**config.mk**
```make
export PLATFORM = sky130hd
export DESIGN_NAME = fft_frame_ctrl_flat
export DESIGN_NICKNAME = d
export VERILOG_FILES = /design/src/rtl/fft_frame_ctrl_if.sv /design/src/rtl/fft_frame_ctrl.sv /design/src/flat_wrapper.sv
export SDC_FILE = /design/constraint.sdc
export NUM_CORES = 1
export LEC_CHECK = 0
export ABC_AREA = 0
export CORE_ASPECT_RATIO = 2
export CORE_UTILIZATION = 35
export CTS_CLUSTER_DIAMETER = 60
export DETAILED_ROUTE_END_ITERATION = 16
export PLACE_DENSITY_LB_ADDON = 0.25
export SYNTH_ARGS = -nofsm -noshare
export SYNTH_HDL_FRONTEND = slang
export SYNTH_SLANG_ARGS = --single-unit
```
**constraint.sdc**
```tcl
create_clock -name clk -period 2.92 [get_ports clk]
set_input_delay 0.438 -clock clk [delete_from_list [all_inputs] [get_ports clk]]
set_output_delay 0.438 -clock clk [all_outputs]
set_load 0.02 [all_outputs]
```
**src/rtl/fft_frame_ctrl_if.sv**
```systemverilog
// Handshake/control bundle between the FFT frame sequencer and its
// surroundings (sample source, dif_stage chain, frame consumer).
// o_timeout exists only when FFT_FRAME_CTRL_TIMEOUT_EN is defined.
interface fft_frame_ctrl_if #(
  parameter int FRAMES_W = 16
);
  logic                i_start;
  logic [FRAMES_W-1:0] i_num_frames;
  logic                i_abort;
  logic                i_vld;
  logic                o_ready;
  logic                o_fft_init;
  logic                o_fft_vld;
  logic                i_fft_vld;
  logic                i_clip_strb;
  logic                o_sof;
  logic                o_eof;
  logic                o_frame_clip;
  logic                o_busy;
  logic                o_done;
`ifdef FFT_FRAME_CTRL_TIMEOUT_EN
  logic                o_timeout;
`endif

  // Controller side
  modport slave (
    input  i_start, i_num_frames, i_abort, i_vld, i_fft_vld, i_clip_strb,
    output o_ready, o_fft_init, o_fft_vld, o_sof, o_eof, o_frame_clip,
           o_busy, o_done
`ifdef FFT_FRAME_CTRL_TIMEOUT_EN
    , output o_timeout
`endif
  );

  // Driver side (source, chain model, consumer)
  modport master (
    output i_start, i_num_frames, i_abort, i_vld, i_fft_vld, i_clip_strb,
    input  o_ready, o_fft_init, o_fft_vld, o_sof, o_eof, o_frame_clip,
           o_busy, o_done
`ifdef FFT_FRAME_CTRL_TIMEOUT_EN
    , input o_timeout
`endif
  );
endinterface

```
**src/rtl/fft_frame_ctrl.sv**
```systemverilog
// fft_frame_ctrl: frame sequencer for a pipelined DIF FFT chain.
// Flushes the chain with an init pulse, admits a requested number of
// N = 2**TOTAL_STAGES sample frames, tracks frames leaving the last stage
// (sof/eof/clip markers) and pulses o_done on completion.
// Optional drain watchdog: define FFT_FRAME_CTRL_TIMEOUT_EN.
module fft_frame_ctrl #(
  parameter int TOTAL_STAGES = 8,
  parameter int FRAMES_W     = 16,
  parameter int INIT_CYCLES  = 4
`ifdef FFT_FRAME_CTRL_TIMEOUT_EN
  , parameter int TIMEOUT_CYCLES = 4096
`endif
) (
  input logic             clk,
  input logic             i_rst_n,
  fft_frame_ctrl_if.slave bus
);

  localparam int INIT_W = (INIT_CYCLES > 1) ? $clog2(INIT_CYCLES) : 1;
  localparam logic [INIT_W-1:0]       INIT_LAST = INIT_W'(INIT_CYCLES - 1);
  localparam logic [TOTAL_STAGES-1:0] CNT_LAST  = '1;
  localparam logic [FRAMES_W-1:0]     FRAME_ONE = FRAMES_W'(1);

  typedef enum logic [1:0] {IDLE, INIT, RUN, DRAIN} state_t;

  state_t                  state_q, state_d;
  logic                    ret_idle_q, ret_idle_d;
  logic [INIT_W-1:0]       init_cnt_q, init_cnt_d;
  logic [FRAMES_W-1:0]     num_frames_q, num_frames_d;
  logic [TOTAL_STAGES-1:0] in_cnt_q, in_cnt_d;
  logic [TOTAL_STAGES-1:0] out_cnt_q, out_cnt_d;
  logic [FRAMES_W-1:0]     in_frames_q, in_frames_d;
  logic [FRAMES_W-1:0]     out_frames_q, out_frames_d;
  logic                    clip_q, clip_d;
  logic                    done_q, done_d;

`ifdef FFT_FRAME_CTRL_TIMEOUT_EN
  localparam int WD_W = $clog2(TIMEOUT_CYCLES + 1);
  localparam logic [WD_W-1:0] WD_LAST = WD_W'(TIMEOUT_CYCLES - 1);
  logic [WD_W-1:0] wdog_q, wdog_d;
  logic            timeout_q, timeout_d;
`endif

  logic active;
  logic ready;
  logic fft_vld;
  logic out_vld;
  logic eof;
  logic in_wrap;
  logic out_last;

  // Handshake and frame markers are combinational so they line up with data
  always_comb begin
    active   = (state_q == RUN) || (state_q == DRAIN);
    ready    = (state_q == RUN);
    fft_vld  = bus.i_vld & ready;
    out_vld  = bus.i_fft_vld & active;
    eof      = out_vld & (out_cnt_q == CNT_LAST);
    in_wrap  = fft_vld & (in_cnt_q == CNT_LAST);
    out_last = eof & ((out_frames_q + FRAME_ONE) == num_frames_q);
  end

  assign bus.o_ready      = ready;
  assign bus.o_fft_vld    = fft_vld;
  assign bus.o_fft_init   = (state_q == INIT);
  assign bus.o_busy       = (state_q != IDLE);
  assign bus.o_sof        = out_vld & (out_cnt_q == '0);
  assign bus.o_eof        = eof;
  assign bus.o_frame_clip = eof & (clip_q | bus.i_clip_strb);
  assign bus.o_done       = done_q;
`ifdef FFT_FRAME_CTRL_TIMEOUT_EN
  assign bus.o_timeout    = timeout_q;
`endif

  // Next-state logic: sequencing, counters, clip sticky and completion
  always_comb begin
    state_d      = state_q;
    ret_idle_d   = ret_idle_q;
    init_cnt_d   = init_cnt_q;
    num_frames_d = num_frames_q;
    in_cnt_d     = in_cnt_q;
    out_cnt_d    = out_cnt_q;
    in_frames_d  = in_frames_q;
    out_frames_d = out_frames_q;
    clip_d       = clip_q;
    done_d       = 1'b0;
`ifdef FFT_FRAME_CTRL_TIMEOUT_EN
    wdog_d       = '0;
    timeout_d    = 1'b0;
`endif

    case (state_q)
      IDLE: begin
        if (!bus.i_abort && bus.i_start && (bus.i_num_frames != '0)) begin
          num_frames_d = bus.i_num_frames;
          ret_idle_d   = 1'b0;
          state_d      = INIT;
        end
      end

      INIT: begin
        if (bus.i_abort) ret_idle_d = 1'b1;
        if (init_cnt_q == INIT_LAST) begin
          init_cnt_d = '0;
          if (ret_idle_d) begin
            state_d = IDLE;
          end else begin
            state_d      = RUN;
            in_cnt_d     = '0;
            out_cnt_d    = '0;
            in_frames_d  = '0;
            out_frames_d = '0;
            clip_d       = 1'b0;
          end
        end else begin
          init_cnt_d = init_cnt_q + 1'b1;
        end
      end

      RUN, DRAIN: begin
        if (fft_vld) begin
          in_cnt_d = in_cnt_q + 1'b1;
          if (in_wrap) begin
            in_frames_d = in_frames_q + FRAME_ONE;
            if ((in_frames_q + FRAME_ONE) == num_frames_q) state_d = DRAIN;
          end
        end
        if (out_vld) begin
          out_cnt_d = out_cnt_q + 1'b1;
          if (eof) out_frames_d = out_frames_q + FRAME_ONE;
        end
        if (eof)                   clip_d = 1'b0;
        else if (bus.i_clip_strb)  clip_d = 1'b1;
`ifdef FFT_FRAME_CTRL_TIMEOUT_EN
        if (state_q == DRAIN && !out_vld) begin
          if (wdog_q == WD_LAST) begin
            timeout_d  = 1'b1;
            state_d    = INIT;
            ret_idle_d = 1'b1;
          end else begin
            wdog_d = wdog_q + 1'b1;
          end
        end
`endif
        if (out_last) begin
          done_d  = 1'b1;
          state_d = IDLE;
        end
        if (bus.i_abort) begin
          done_d     = 1'b0;
          state_d    = INIT;
          ret_idle_d = 1'b1;
        end
      end

      default: state_d = INIT;
    endcase
  end

  // State register; reset parks in INIT so the chain is flushed after reset
  always_ff @(posedge clk or negedge i_rst_n) begin
    if (!i_rst_n) begin
      state_q      <= INIT;
      ret_idle_q   <= 1'b1;
      init_cnt_q   <= '0;
      num_frames_q <= '0;
      in_cnt_q     <= '0;
      out_cnt_q    <= '0;
      in_frames_q  <= '0;
      out_frames_q <= '0;
      clip_q       <= 1'b0;
      done_q       <= 1'b0;
    end else begin
      state_q      <= state_d;
      ret_idle_q   <= ret_idle_d;
      init_cnt_q   <= init_cnt_d;
      num_frames_q <= num_frames_d;
      in_cnt_q     <= in_cnt_d;
      out_cnt_q    <= out_cnt_d;
      in_frames_q  <= in_frames_d;
      out_frames_q <= out_frames_d;
      clip_q       <= clip_d;
      done_q       <= done_d;
    end
  end

`ifdef FFT_FRAME_CTRL_TIMEOUT_EN
  // Drain watchdog counter and its one-cycle timeout pulse
  always_ff @(posedge clk or negedge i_rst_n) begin
    if (!i_rst_n) begin
      wdog_q    <= '0;
      timeout_q <= 1'b0;
    end else begin
      wdog_q    <= wdog_d;
      timeout_q <= timeout_d;
    end
  end
`endif

endmodule
```
**src/flat_wrapper.sv**
```systemverilog
// flat-port wrapper written by rule: the top's interface ports become plain ports
module fft_frame_ctrl_flat 
#(
  parameter int TOTAL_STAGES = 8,
  parameter int FRAMES_W     = 16,
  parameter int INIT_CYCLES  = 4

)
  (clk, i_rst_n, bus_i_start, bus_i_num_frames, bus_i_abort, bus_i_vld, bus_i_fft_vld, bus_i_clip_strb, bus_o_ready, bus_o_fft_init, bus_o_fft_vld, bus_o_sof, bus_o_eof, bus_o_frame_clip, bus_o_busy, bus_o_done);
  fft_frame_ctrl_if #(.FRAMES_W(FRAMES_W)) bus_i ();
  input logic clk;
  input logic i_rst_n;
  input wire logic [$bits(bus_i.i_start)-1:0] bus_i_start;
  input wire logic [$bits(bus_i.i_num_frames)-1:0] bus_i_num_frames;
  input wire logic [$bits(bus_i.i_abort)-1:0] bus_i_abort;
  input wire logic [$bits(bus_i.i_vld)-1:0] bus_i_vld;
  input wire logic [$bits(bus_i.i_fft_vld)-1:0] bus_i_fft_vld;
  input wire logic [$bits(bus_i.i_clip_strb)-1:0] bus_i_clip_strb;
  output wire logic [$bits(bus_i.o_ready)-1:0] bus_o_ready;
  output wire logic [$bits(bus_i.o_fft_init)-1:0] bus_o_fft_init;
  output wire logic [$bits(bus_i.o_fft_vld)-1:0] bus_o_fft_vld;
  output wire logic [$bits(bus_i.o_sof)-1:0] bus_o_sof;
  output wire logic [$bits(bus_i.o_eof)-1:0] bus_o_eof;
  output wire logic [$bits(bus_i.o_frame_clip)-1:0] bus_o_frame_clip;
  output wire logic [$bits(bus_i.o_busy)-1:0] bus_o_busy;
  output wire logic [$bits(bus_i.o_done)-1:0] bus_o_done;
  assign bus_i.i_start = bus_i_start;
  assign bus_i.i_num_frames = bus_i_num_frames;
  assign bus_i.i_abort = bus_i_abort;
  assign bus_i.i_vld = bus_i_vld;
  assign bus_i.i_fft_vld = bus_i_fft_vld;
  assign bus_i.i_clip_strb = bus_i_clip_strb;
  assign bus_o_ready = bus_i.o_ready;
  assign bus_o_fft_init = bus_i.o_fft_init;
  assign bus_o_fft_vld = bus_i.o_fft_vld;
  assign bus_o_sof = bus_i.o_sof;
  assign bus_o_eof = bus_i.o_eof;
  assign bus_o_frame_clip = bus_i.o_frame_clip;
  assign bus_o_busy = bus_i.o_busy;
  assign bus_o_done = bus_i.o_done;
  fft_frame_ctrl #(.TOTAL_STAGES(TOTAL_STAGES), .FRAMES_W(FRAMES_W), .INIT_CYCLES(INIT_CYCLES)) u_core (.clk(clk), .i_rst_n(i_rst_n), .bus(bus_i));
endmodule
```
==> key figures, run 1 <==
Timing
  • Final WS setup: 0.116 ns
  • Worst slew pin tran: a little over 0.9 ns
  • RSZ-0062 raised after global routing: false
  • Post-layout min period: about 2.8 ns
  • Clk_skew: 0.00577 ns
  • Worst slew margin: 0.386
  • Tcrit/Tclk final: 0.960
  • Setup TNS: 0 ns
  • Final Max Slew Viols: 0
  • Final hold violations: 0
  • Final setup viols: 0
  • Peak Freq: ~360 MHz

Synthesis
  • Cells after synthesis: approximately 470
  • Top FF cell, synth: dfrtp_1
  • Ys async rst share: 1.00
  • FF+latch count, synth: a little over 70
  • Ys Warns: 0
  • Post-synthesis sequential area ratio: 0.418
  • Mapped Area: around 4300 µm²
  • Synth top area share: 0.405
  • Number of flops mapped to enable cells by yosys: 0
  • Library cells used by synthesis: 47
  • Synth area leader: dfrtp_1
  • Dominant cells by area after synthesis: dfrtp_1, xnor2_1, o21ai_0
  • Mean post-synth cell area: between 8 and 9 µm²
  • Post-Synthesis Net Count: between 500 and 600

Floorplanning
  • # IOs: 31
  • Core Region: approximately 12000 µm²
  • Total die area: 12600 µm²
  • Initial core utilization: 0.362
  • Site row count: 56
  • Die Width: 80.0 µm
  • Die Ht: 158 µm

Placement
  • Gpl congestion: ~0.91
  • Inst Count DP: 653
  • Setup slack at placement: -0.102 ns
  • DP HPWL: 9550 µm
  • Post-Place Cell Area: roughly 5000 µm²
  • PortBufs: 30

Power and ir drop
  • Pleak: roughly 2.2 nW
  • VDD IR-drop max: ~0.39 mV
  • P per Cell Area: approximately 700 nW/µm²

Clock tree
  • Clock buffer depth: 2
  • Sink Count: 71
  • # hold bufs at CTS: 0
  • CTS Root Cell: clkbuf_16
  • CTS buffer count: 9
  • H-Tree Depth: 3
  • Clk_lat worst skew: around 0.33 ns
  • CTS clk-pin slew, worst paths: around 0.06 ns
  • CTS tree: yes

Drt
  • Via density: approximately 5.8
  • Post-route antenna net violation count: 0
  • Wire per inst: 18.7 µm
  • DR vias: approximately 3900
  • Final WL: approximately 13000 µm
  • Detailed Routing Iterations Pass 1: 4
  • Drt drc: 0
  • Initial drt markers: 270

Run status
  • Status: finished clean

Setup path
  • R2r worst-path depth: 9
  • Worst EP arrival: approximately 3.0 ns
  • Setup CP Type: register to register
  • Setup crit end kind: register
  • Startpoint type of the worst setup path: register
  • CP Data Required Time: 3.16 ns
  • Critical path peak fanout: 6

GRT
  • Initial antenna violation count: 0
  • All-layer global routing usage: 0.221
  • First-pass GRT wire length: about 21000 µm
  • Largest net degree at the start of global routing: 43
  • Total gr overflow: 0
  • Vias in the first global route: between 3000 and 4000

Cells and area
  • Fin area: 5230 µm²
  • Commonest non-fill, non-tap cell in the layout: dfrtp_1
  • Most frequent cells in the layout: dfrtp_1, o21ai_0, nand2_1, nor2_1, buf_4
  • Layout Nets: between 500 and 600
  • Fraction of layout cells with a size suffix above 1: 0.139
  • Antenna Cells: 0
  • Area delta synth->final: 22.6%
  • Non-Filler Instances: about 670

Min path
  • Hold Path Class: input port to async pin

Run
  • Max cap viols: 0
worst paths after layout:
path	from	endpoint	slack, ns
max reg2reg	u_core.in_frames_q[0]	u_core.state_q[0]	0.12
max	u_core.in_frames_q[0]	u_core.state_q[0]	0.12
min	i_rst_n	u_core.num_frames_q[14]	0.16
min reg2reg	u_core.init_cnt_q[1]	u_core.init_cnt_q[1]	0.53
min in group clk	u_core.init_cnt_q[1]	u_core.init_cnt_q[1]	0.53
max in group asynchronous	i_rst_n	u_core.ret_idle_q	2.02
through the flow:
stage	power (mW)	hold WS, ns	utilization
3_5_place_dp	2.40	0.515	0.414
6_report	3.61	0.163	0.444
4_1_cts	3.62	0.178	0.441
2_1_floorplan	1.98	0.142	-
3_3_place_gp	2.38	0.494	0.414
5_1_grt	3.80	0.214	0.444
synthesized netlist by cell type (all sizes together), types with 16 or more instances:
library cell   n
a21oi         17
and3          17
clkbuf        22
dfrtp         69
mux2          18
nand2         43
nand3         26
nor2          40
o21ai         47
o31ai         16
xnor2         28
xor2          22
state kept, by name, indices dropped and copies added, names as in the netlist:
signal,flops
u_core.in_frames_q,16
u_core.out_cnt_q,8
u_core.clip_q,1
u_core.init_cnt_q,2
u_core.bus.o_done,1
u_core.ret_idle_q,1
u_core.state_q,2
u_core.out_frames_q,16
u_core.in_cnt_q,8
u_core.num_frames_q,16
layer usage:
metal	wire (µm)	track usage	part of all wire
met5	0	0	0
met3	461	0.0323	0.037
met1	4540	0.226	0.36
met2	6800	0.407	0.54
met4	750	0.143	0.060
timing repair:
item	in CTS	in global routing
setup buffers	0	3
gates resized for setup	2	3
setup endpoints to repair	2	2
where the power goes:
| part | internal (mW) | leakage, nW | switching, mW |
|---|---|---|---|
| Sequential | 1.17 | 0.941 | 0.278 |
| Combinational | 0.504 | 1.12 | 0.456 |
| Clock | 0.794 | 0.160 | 0.408 |
| Total | 2.46 | 2.22 | 1.14 |
kinds of logic (layout without fill, tap and decap cells):
group                    Yosys count  in the layout  synth area share
AO/OA/AOI/OAI                    108            108             0.158
XOR/XNOR                          50             50             0.103
adder cells (fa/ha/maj)            6              6            0.0176
buffers and inverters             32             85            0.0302
flip-flops                        71             71             0.418
multiplexers                      18             18            0.0476
AND/OR/NAND/NOR                  189            189             0.226
cell type report:
class                           instances  area [µm²]
Clock buffer                           13         260
Multi-Input combinational cell        371        2360
Sequential cell                        71        1780
Tap cell                              145         181
Clock inverter                          3        65.1
Fill cell                            1133        6550
Timing Repair Buffer                   61         551
Inverter                                8        30.0
critical path, cell delays in order, from the launching register on:
cell	delay [ns]
dfrtp_1	0.44
ha_1	0.36
xnor2_1	0.20
o211ai_1	0.13
a221o_1	0.29
nor4_1	0.44
nand4_1	0.15
o311ai_0	0.32
a21oi_1	0.12
a211oi_1	0.26
Power figures use the tool's default switching activity.
==> run 2, diff against run 1 <==
--- a/config.mk
+++ b/config.mk
@@ -11,6 +11,8 @@
 export CTS_CLUSTER_DIAMETER = 60
 export DETAILED_ROUTE_END_ITERATION = 16
 export PLACE_DENSITY_LB_ADDON = 0.25
+export SETUP_SLACK_MARGIN = 0.02
 export SYNTH_ARGS = -nofsm -noshare
 export SYNTH_HDL_FRONTEND = slang
 export SYNTH_SLANG_ARGS = --single-unit
+export TNS_END_PERCENT = 50
==> run 2 against run 1 <==
Net effect: wire length is essentially flat; cell area about the same; sequential power about the same; largest power group unchanged; flip-flop and latch count did not move; die area unchanged; largest cell class unchanged.
==> key figures, run 2 (synthesis results as in run 1) <==
GRT
  • Initial antenna violation count: 0
  • Total gr overflow: 0
  • First-pass GRT wire length: between 20000 and 25000 µm
  • All-layer global routing usage: 0.221
  • Largest net degree at the start of global routing: 43
  • Vias in the first global route: ~4000

Timing
  • Clk_skew: 0.00571 ns
  • Peak Freq: between 300 and 400 MHz
  • Worst hold margin: 0.160 ns
  • Final hold violations: 0
  • Post-layout min period: 2.79 ns
  • Final setup viols: 0
  • RSZ-0062 raised after global routing: true
  • Worst slew pin tran: roughly 0.92 ns
  • Final WS setup: ~0.13 ns
  • Worst slew margin: 0.386
  • Tcrit/Tclk final: 0.956
  • Final Max Slew Viols: 0

Placement
  • Gpl congestion: 0.909
  • DP HPWL: 9550 µm
  • Inst Count DP: 653
  • PortBufs: 30
  • Setup slack at placement: -0.102 ns

Drt
  • Via density: a little under 6
  • Wl on met1: approximately 4500 µm
  • Top sig layer: met4
  • Drt drc: 0
  • Initial drt markers: ~250
  • DR vias: around 3900
  • Wire length on met3: around 460 µm
  • Metal2 WL: just under 7000 µm
  • Detailed Routing Iterations Pass 1: 5
  • Final WL: between 10000 and 15000 µm
  • Post-route antenna net violation count: 0
  • Wire per inst: approximately 19 µm

Setup path
  • Setup crit end kind: register
  • Worst EP arrival: approximately 3 ns
  • Setup CP Type: register to register
  • Critical path peak fanout: 6
  • CP Data Required Time: approximately 3.2 ns
  • Startpoint type of the worst setup path: register

Run status
  • Status: finished clean

Cells and area
  • Top flop regs: u_core.in_frames_q: 16 flops, u_core.num_frames_q: 16 flops, u_core.out_frames_q: 16 flops
  • Non-Filler Instances: about 670
  • Antenna Cells: 0
  • Commonest non-fill, non-tap cell in the layout: dfrtp_1
  • Fraction of layout cells with a size suffix above 1: 0.140
  • End-of-flow core utilization: 0.444
  • Layout Nets: about 550
  • Most frequent cells in the layout: dfrtp_1, o21ai_0, nand2_1, nor2_1, buf_4
  • Area delta synth->final: 22.7%

Clock tree
  • Clock buffer depth: 2
  • Sink Count: roughly 70
  • Clk_lat worst skew: 0.33 ns
  • CTS buffer count: 9
  • CTS tree: yes
  • H-Tree Depth: 3
  • CTS clk-pin slew, worst paths: 0.06 ns
  • # hold bufs at CTS: 0
  • CTS Root Cell: clkbuf_16

Power and ir drop
  • P per Cell Area: between 600 and 700 nW/µm²
  • Pwr Total: roughly 3.6 mW
  • Pleak: approximately 2.2 nW
  • VDD IR-drop max: around 0.39 mV

Floorplanning
  • # IOs: 31
  • Total die area: between 10000 and 15000 µm²
  • Site row count: 56
  • Core Region: between 10000 and 15000 µm²
  • Die Ht: roughly 160 µm
  • Initial core utilization: 0.362
  • Die Width: 80.0 µm

Run
  • Max cap viols: 0

Min path
  • Hold Path Class: input port to async pin
==> run 2: critical path, stage by stage, from the launching register on <==
cell      delay, ns
dfrtp_1        0.44
ha_1           0.35
xnor2_1        0.19
o211ai_1       0.13
a221o_1        0.29
nor4_1         0.44
nand4_1        0.15
o311ai_0       0.32
a21oi_1        0.12
a211oi_1       0.26
==> run 2: layout make-up <==
cell class                      instances  area (µm²)
Sequential cell                        71        1780
Clock buffer                           13         260
Multi-Input combinational cell        371        2360
Clock inverter                          3        65.1
Tap cell                              145         181
Inverter                                8        30.0
Timing Repair Buffer                   61         551
Fill cell                            1133        6540
==> run 2: stage by stage <==
stage | setup TNS, ns | cell area [µm²]
after floorplan | 0 | 4260
after global placement | -0.0315 | 4870
after detailed placement | -0.103 | 4870
after CTS | 0 | 5200
after global routing | 0 | 5230
final | 0 | 5230
==> run 2: timing repair <==
item / 4_1_cts / 5_1_grt
gates resized for setup: 2 / 4
setup endpoints to repair: 2 / 2
setup buffers: 0 / 3
==> run 2: per-layer routing <==
metal  vias to the layer above  track usage
met5                         -            0
met4                         0        0.143
met3                        40       0.0323
met2                       121        0.407
met1                      1920        0.226
li1                       1810            -
==> run 2: final timing paths <==
kind	start	end	slack (ns)	cells past startpoint
min in group clk	u_core.init_cnt_q[1]	u_core.init_cnt_q[1]	0.52	1
hold / removal	i_rst_n	u_core.num_frames_q[14]	0.16	1
hold reg to reg	u_core.init_cnt_q[1]	u_core.init_cnt_q[1]	0.52	1
setup / recovery	u_core.in_frames_q[0]	u_core.state_q[0]	0.13	9
setup reg to reg	u_core.in_frames_q[0]	u_core.state_q[0]	0.13	9
max in group asynchronous	i_rst_n	u_core.ret_idle_q	2.02	2
==> run 2: power breakdown <==
group | leakage (nW) | internal [mW] | switching [mW]
logic | 1.12 | 0.504 | 0.456
clock network | 0.160 | 0.794 | 0.411
registers | 0.941 | 1.17 | 0.278
total | 2.22 | 2.46 | 1.14
